### config.mk
export PLATFORM = sky130hd
export DESIGN_NAME = mmio_router
export DESIGN_NICKNAME = d
export VERILOG_FILES = /design/src/rtl/mmio_router.sv
export SDC_FILE = /design/constraint.sdc
export NUM_CORES = 1
export LEC_CHECK = 0
export CORE_AREA = 2 2 163 165
export CTS_BUF_LIST = sky130_fd_sc_hd__clkbuf_8 sky130_fd_sc_hd__clkbuf_16
export CTS_CLUSTER_DIAMETER = 150
export DETAILED_ROUTE_END_ITERATION = 6
export DIE_AREA = 0 0 165 167
export PLACE_DENSITY = 0.69
export SYNTH_ARGS = -nofsm -noshare
export SYNTH_HDL_FRONTEND = slang
export SYNTH_SLANG_ARGS = --single-unit
### constraint.sdc
create_clock -name clk -period 2.9 [get_ports clk]
set_clock_uncertainty 0.15 [all_clocks]
set_input_delay 0.58 -clock clk [delete_from_list [all_inputs] [get_ports clk]]
set_output_delay 0.58 -clock clk [all_outputs]
set_load 0.02 [all_outputs]
### src/rtl/mmio_router.sv
// mmio_router: routes master MMIO writes/reads to CLINT (c_*) or memory (d_*) slaves
// and returns read responses to the master in request order.
// Ports:
//   clk, resetb            clock, asynchronous active-low reset
//   m_w*                   master write: m_wready request in, m_wvalid accept out
//   m_r*                   master read: m_rready request in, m_rstall/m_rvalid/m_rresp/m_rdata out
//   c_w*/c_r*, d_w*/d_r*   slave ports, mirrored directions of the master set
//   rd_err                 sticky flag for an unexpected slave read response
module mmio_router #(
   parameter logic [31:0] CLINT_BASE = 32'h9000_0000,
   parameter logic [31:0] CLINT_MASK = 32'hFFFF_0000
) (
   input  logic        clk,
   input  logic        resetb,
   input  logic        m_wready,
   output logic        m_wvalid,
   input  logic [31:0] m_waddr,
   input  logic [31:0] m_wdata,
   input  logic [3:0]  m_wstrb,
   input  logic        m_rready,
   input  logic [31:0] m_raddr,
   output logic        m_rstall,
   output logic        m_rvalid,
   output logic        m_rresp,
   output logic [31:0] m_rdata,
   output logic        c_wready,
   input  logic        c_wvalid,
   output logic [31:0] c_waddr,
   output logic [31:0] c_wdata,
   output logic [3:0]  c_wstrb,
   output logic        c_rready,
   output logic [31:0] c_raddr,
   input  logic        c_rvalid,
   input  logic        c_rresp,
   input  logic [31:0] c_rdata,
   output logic        d_wready,
   input  logic        d_wvalid,
   output logic [31:0] d_waddr,
   output logic [31:0] d_wdata,
   output logic [3:0]  d_wstrb,
   output logic        d_rready,
   output logic [31:0] d_raddr,
   input  logic        d_rvalid,
   input  logic        d_rresp,
   input  logic [31:0] d_rdata,
   output logic        rd_err
);
   // Index 1 = CLINT, index 0 = memory throughout; fifo_q[0] is the head.
   logic [1:0]       count_q, count_d;
   logic [1:0]       fifo_q, fifo_d;
   logic [1:0]       hold_v_q, hold_v_d;
   logic [1:0][32:0] hold_q, hold_d;
   logic             rd_err_q, rd_err_d;
   logic             w_hit, r_hit, accept, head, head_held, pop;
   logic [1:0]       rv, consumed, drain, store;
   logic [1:0][32:0] rsp;
   logic [1:0][1:0]  n;
   logic [32:0]      out;

   always_comb begin
      w_hit = (m_waddr & CLINT_MASK) == CLINT_BASE;
      c_wready = m_wready && w_hit;
      d_wready = m_wready && !w_hit;
      m_wvalid = w_hit ? c_wvalid : d_wvalid;
      c_waddr = m_waddr;
      c_wdata = m_wdata;
      c_wstrb = m_wstrb;
      d_waddr = m_waddr;
      d_wdata = m_wdata;
      d_wstrb = m_wstrb;
   end

   always_comb begin
      rv = {c_rvalid, d_rvalid};
      rsp = {{c_rresp, c_rdata}, {d_rresp, d_rdata}};
      r_hit = (m_raddr & CLINT_MASK) == CLINT_BASE;
      m_rstall = count_q == 2'd2;
      accept = m_rready && !m_rstall;
      c_rready = accept && r_hit;
      d_rready = accept && !r_hit;
      c_raddr = m_raddr;
      d_raddr = m_raddr;
      head = fifo_q[0];
      head_held = hold_v_q[head];
      m_rvalid = (count_q != 2'd0) && (head_held || rv[head]);
      out = head_held ? hold_q[head] : rsp[head];
      {m_rresp, m_rdata} = m_rvalid ? out : 33'd0;
      pop = m_rvalid;
      // outstanding entries per destination
      n[1] = 2'(count_q != 2'd0 && fifo_q[0]) + 2'(count_q == 2'd2 && fifo_q[1]);
      n[0] = count_q - n[1];
      hold_v_d = hold_v_q;
      hold_d = hold_q;
      rd_err_d = rd_err_q;
      for (int s = 0; s < 2; s++) begin
         consumed[s] = pop && !head_held && head == 1'(s);
         drain[s] = pop && head_held && head == 1'(s);
         // store only if some outstanding entry for this slave has no response yet
         store[s] = rv[s] && !consumed[s] && (!hold_v_q[s] || drain[s]) && n[s] > {1'b0, hold_v_q[s]};
         hold_v_d[s] = store[s] || (hold_v_q[s] && !drain[s]);
         if (store[s]) hold_d[s] = rsp[s];
         if (rv[s] && !consumed[s] && !store[s]) rd_err_d = 1'b1;
      end
      fifo_d = pop ? {1'b0, fifo_q[1]} : fifo_q;
      if (accept) begin
         if (count_q == 2'(pop)) fifo_d[0] = r_hit;
         else fifo_d[1] = r_hit;
      end
      count_d = count_q + 2'(accept) - 2'(pop);
   end

   always_ff @(posedge clk or negedge resetb) begin
      if (!resetb) begin
         count_q <= '0;
         fifo_q <= '0;
         hold_v_q <= '0;
         hold_q <= '0;
         rd_err_q <= 1'b0;
      end else begin
         count_q <= count_d;
         fifo_q <= fifo_d;
         hold_v_q <= hold_v_d;
         hold_q <= hold_d;
         rd_err_q <= rd_err_d;
      end
   end

   assign rd_err = rd_err_q;
endmodule

# --- Word level (Yosys, flattened, before mapping) ---
# Index checks and enable logic that the tools add are counted.
totals:
  reg_bits: 73
op_classes:
  n_addsub: 4
  reduce_logical: 43
  n_eq_ne: 4
  order_cmp: 3
  bitwise_logic: 1
  mux: 17
op_table:
  columns: ["op", "n"]
  rows:
  - ["33-bit two-way mux", 6]
  - ["16-bit equality test, second input constant", 2]
  - ["1-bit logical AND", 24]
  - ["1-bit zero test", 12]
  - ["1-bit two-way mux", 9]
  - ["1-bit logical OR", 5]
  - ["2-bit by 1-bit > comparator with 1-bit output", 2]
  - ["2-bit two-way mux", 2]
  - ["2-bit nonzero test", 2]
  - ["1-bit by 1-bit adder with 2-bit output", 1]
  - ["2-bit by 1-bit adder with 2-bit output", 1]
  - ["2-bit by 1-bit equality test with 1-bit output", 1]
  - ["2-bit equality test, second input constant", 1]
  - ["1-bit by 2-bit < comparator with 1-bit output, second input constant", 1]
  - ["2-bit by 1-bit subtractor with 2-bit output", 1]
  - ["2-bit subtractor", 1]
  - ["1-bit NOT", 1]

# --- Logic depth before layout (Yosys ltp) ---
# Gate-level depths: netlist of run 1.
logic_depth:
  depth_word: 14
  depth_mapped: 10
  mapped_depth_nobuf: 8

# --- Least setup slack after synthesis of run 1 ---
# OpenSTA, ideal clock, no wires.
synth_timing:
  kind: "register to register"
  startpoint: "reg count_q[0]"
  endpoint: "reg hold_q[0] in the netlist's numbering"
  stages_incl_launch_ff: 11
  n_path_buf: 2
  required_ns: 2.625
  t_arrival_ns: 2.514
  synth_period_minus_slack_ns: 2.789
  setup_slack_ns: 0.111
  path_cell_list: "dfrtp_1 buf_2 inv_1 and3_2 ha_1 ha_1 ha_1 nor2_1 o211ai_4 buf_12 mux2_4"
synth_via:
  elab_chain_cells: 8
synth_lines:
  columns: ["item", "line", "rtl"]
  rows:
  - ["start, declared", "49", "logic [1:0] count_q, count_d;"]
  - ["start signal, assigned", "120", "count_q <= count_d;"]
  - ["branches (longest 7 deep; another with 1-bit by 1-bit adder with 2-bit output)", null, null]
  - ["1-bit logical AND (*)", "99", "store[s] = rv[s] && !consumed[s] && (!hold_v_q[s] || drain[s]) && n[s] > {1'b0, hold_v_q[s]};"]
  - ["end signal, assigned", "123", "hold_q <= hold_d;"]
  - ["end, declared", "52", "logic [1:0][32:0] hold_q, hold_d;"]
# Every way passes the cells marked *.
# A chain may end at the register's enable or synchronous reset.

# --- Worst setup path after layout of run 1 ---
layout_timing:
  startpoint: "in c_rvalid"
  endpoint: "out m_rvalid"
layout_via:
  elab_chain_cells: 4
layout_lines:
  columns: ["item", "line", "rtl"]
  rows:
  - ["start, declared", "33", "input logic c_rvalid,"]
  - ["1-bit two-way mux (not written as such) (2 in series)", "85", "m_rvalid = (count_q != 2'd0) && (head_held || rv[head]);"]
  - ["1-bit logical OR", "85", null]
  - ["1-bit logical AND", "85", null]
  - ["end, declared", "23", "output logic m_rvalid,"]
# Every way passes these cells. The select of a mux whose other input is x is not followed.

==> impl_metrics.json, run 1 <==
{
  "grt_max_degree": 74,
  "final.period_utilization_pct": 96.74,
  "io_pins": 415,
  "instances_no_fill": 944,
  "coreArea_um2": 25760,
  "ys_top_cells_by_area": "dfrtp_1 32%, buf_4 26%, mux2_4 7.9%, mux2_2 7.5%, mux2i_1 6.8%",
  "cp_cell_sequence": "clkdlybuf4s50_1, buf_4, nor2_1, mux2_2, nor2_1, dlygate4sd2_1",
  "rows": 59,
  "end_kind": "output pin",
  "die_h_um": 167,
  "ys_ff_latch": 73,
  "routed_wl_mm": 16.61,
  "grt_pass1_vias": 4111,
  "syn_area_um2": 5727,
  "start_util_pct": 22.23,
  "synthCells": 537,
  "drive_gt1_share_pct": 34.49,
  "slew_violations": 0,
  "clk_latency_ns": 0.34,
  "gp_congestion": 0.7504,
  "nets": 781,
  "fillers": 2679,
  "worstPathMaxFanout": 3,
  "finalPower_mw": 4.964,
  "leakagePower_nw": 3.211,
  "die_x_um": 165,
  "htreeDepth": 3,
  "drtIter0Drc": 139,
  "cts_hold_buf": 0,
  "slowest_delay_ns": 0.52,
  "avgRoutedWirePerCell_um": 17.59,
  "fin_util_pct": 28.59,
  "slowest_stage": "clkdlybuf4s50_1",
  "gr-total-overflow": 0,
  "drv_cap": 0,
  "syn_nets": 717,
  "setup_viol": 0,
  "yosysTopAreaCell": "dfrtp_1",
  "p_per_area_nw_per_um2": 674.0,
  "synth_top_area_share_pct": 31.90,
  "peakVddDrop_mv": 0.3519,
  "clock_path_buffers": 2,
  "outcome": "finished, final reports clean",
  "track_usage_pct": 11.62,
  "via_count": 3969,
  "antenna_found_initial": 4,
  "ant_nets": 0,
  "synth.distinct_cells": 44,
  "worstMarginPinSlew_ns": 0.9554,
  "drc_errors": 0,
  "hold_class": "in -> async",
  "cts_buffers": 9,
  "grt_first_pass_wirelength_mm": 23.87,
  "yosysSeqAreaShare_pct": 31.90,
  "critPathMostFrequentCell": "nor2_1",
  "startpoint_type": "input pin",
  "final_area_um2": 7365,
  "via_per_inst": 4.204,
  "dp_hpwl_mm": 12.83,
  "area_growth_pct": 28.60,
  "clk_root_buffer_cell": "clkbuf_16",
  "dr.pass1.iters": 4,
  "cp.required_ns": 2.17,
  "path_clk_slew_ns": 0.06,
  "placement.io_buffers": 210,
  "min_period_ns": 2.806,
  "cp.arrival_ns": 2.08,
  "crit_type": "in -> out",
  "syn_area_per_cell_um2": 10.66,
  "dieArea_um2": 27560,
  "whs_ns": 0.2393,
  "yosysWarnings": 0,
  "max_clock_freq_mhz": 356.4,
  "slew_headroom_pct": 36.31,
  "clock_sinks": 73,
  "finalHoldViolCount": 0,
  "dpl.cell_count": 921,
  "placed_cell_area_um2": 7101,
  "cts_tree": "built"
}
-- power by group --
group          switching (mW)  internal (mW)
Combinational            1.18           1.29
Clock                   0.423          0.615
Sequential              0.170           1.29
-- cell usage after synthesis (all sizes together) --
cell,n
o22ai,8
o2111ai,1
a21oi,2
nor4,4
xnor2,4
buf,216
maj3,1
fa,1
o211ai,2
nor4b,4
clkbuf,6
o221ai,1
nand4b,1
and2,1
nand3,1
nand4,2
a22oi,27
mux2i,39
nand2b,1
inv,6
or2,1
and3,1
o21a,2
nand3b,2
a21bo,1
nor3b,1
o21ai,33
nand2,6
dfrtp,73
and4,1
ha,5
mux2,69
a31oi,1
o21bai,1
nor2,12
-- worst max-delay path: cells and delay by family --
kind                   cells  cell delay (ns)
AND/OR/NAND/NOR            2             0.20
buffers and inverters      3             1.03
multiplexers               1             0.27
-- per-stage QoR --
step	worst slack (ns)	setup TNS [ns]
after global placement	-0.3989	-11.88
after floorplan	0.1110	0
after global routing	-0.005287	-0.005287
after detailed placement	-0.4065	-11.65
final	0.09441	0
after CTS	0.0005207	0
-- flip-flops by register name, indices dropped and copies added (netlist names) --
register  flops
hold_v_q      2
count_q       2
hold_q       66
rd_err        1
fifo_q        2
-- cells by family after synthesis --
logic type,after synthesis,synth area share (%)
adders and majority gates,7,1.617
DFF,73,31.90
xor gates and xnor gates,4,1.071
muxes,108,22.35
buffers and inverters,228,29.67
AOI/OAI and AO/OA,79,9.351
and+or+nand+nor,38,4.042
-- cell type report --
class / count / area [um2] / share of cell area, %
Clock buffer: 11 / 252.7 / 3.432
Antenna cell: 3 / 7.507 / 0.1019
Tap cell: 335 / 419.2 / 5.691
Inverter: 6 / 22.52 / 0.3058
Sequential cell: 73 / 1831 / 24.86
Clock inverter: 5 / 22.52 / 0.3058
Multi-Input combinational cell: 236 / 2291 / 31.11
Timing Repair Buffer: 275 / 2519 / 34.20
-- worst paths after layout --
path | endpoint | depth (start not counted) | slack, ns | start
max | m_rvalid | 6 | 0.09 | c_rvalid
min in group clk | hold_q[62] | 1 | 0.34 | hold_q[62]
min | hold_q[38] | 1 | 0.24 | resetb
max reg2reg | hold_q[4] | 10 | 0.11 | count_q[1]
min reg2reg | hold_q[62] | 1 | 0.34 | hold_q[62]
max in group asynchronous | fifo_q[0] | 1 | 1.70 | resetb
-- placed cells by master, fill, tap and decap left out, types with 8 or more instances in the layout --
cell type	instances
mux2i_1	39
o21ai_0	27
mux2_2	37
dfrtp_1	70
o22ai_1	8
buf_4	61
clkbuf_2	25
nor2_1	9
a22oi_1	27
clkdlybuf4s50_1	166
mux2_4	31
clkbuf_16	10
inv_1	8
-- metal layers --
layer	track usage (%)	vias up	part of all wire (%)
met5	0	-	0.078
met4	6.616	2	4.0
met3	4.458	57	9.7
met2	19.78	210	50
met1	12.12	1894	37
li1	-	1806	-
-- what timing repair did --
action                     4_1_cts  5_1_grt
setup buffers                    1        2
pin swaps                        1        2
gates cloned                     0        2
resized for setup               72       85
setup endpoints to repair       39       69
hold endpoints to repair         0        0
(Power assumes the default switching activity.)
==> run 2: changes to the inputs <==
CTS_CLUSTER_SIZE = 12   (was unset)
==> results of run 2 <==
No change in the layout: final DEF, timing and power equal those of run 1.
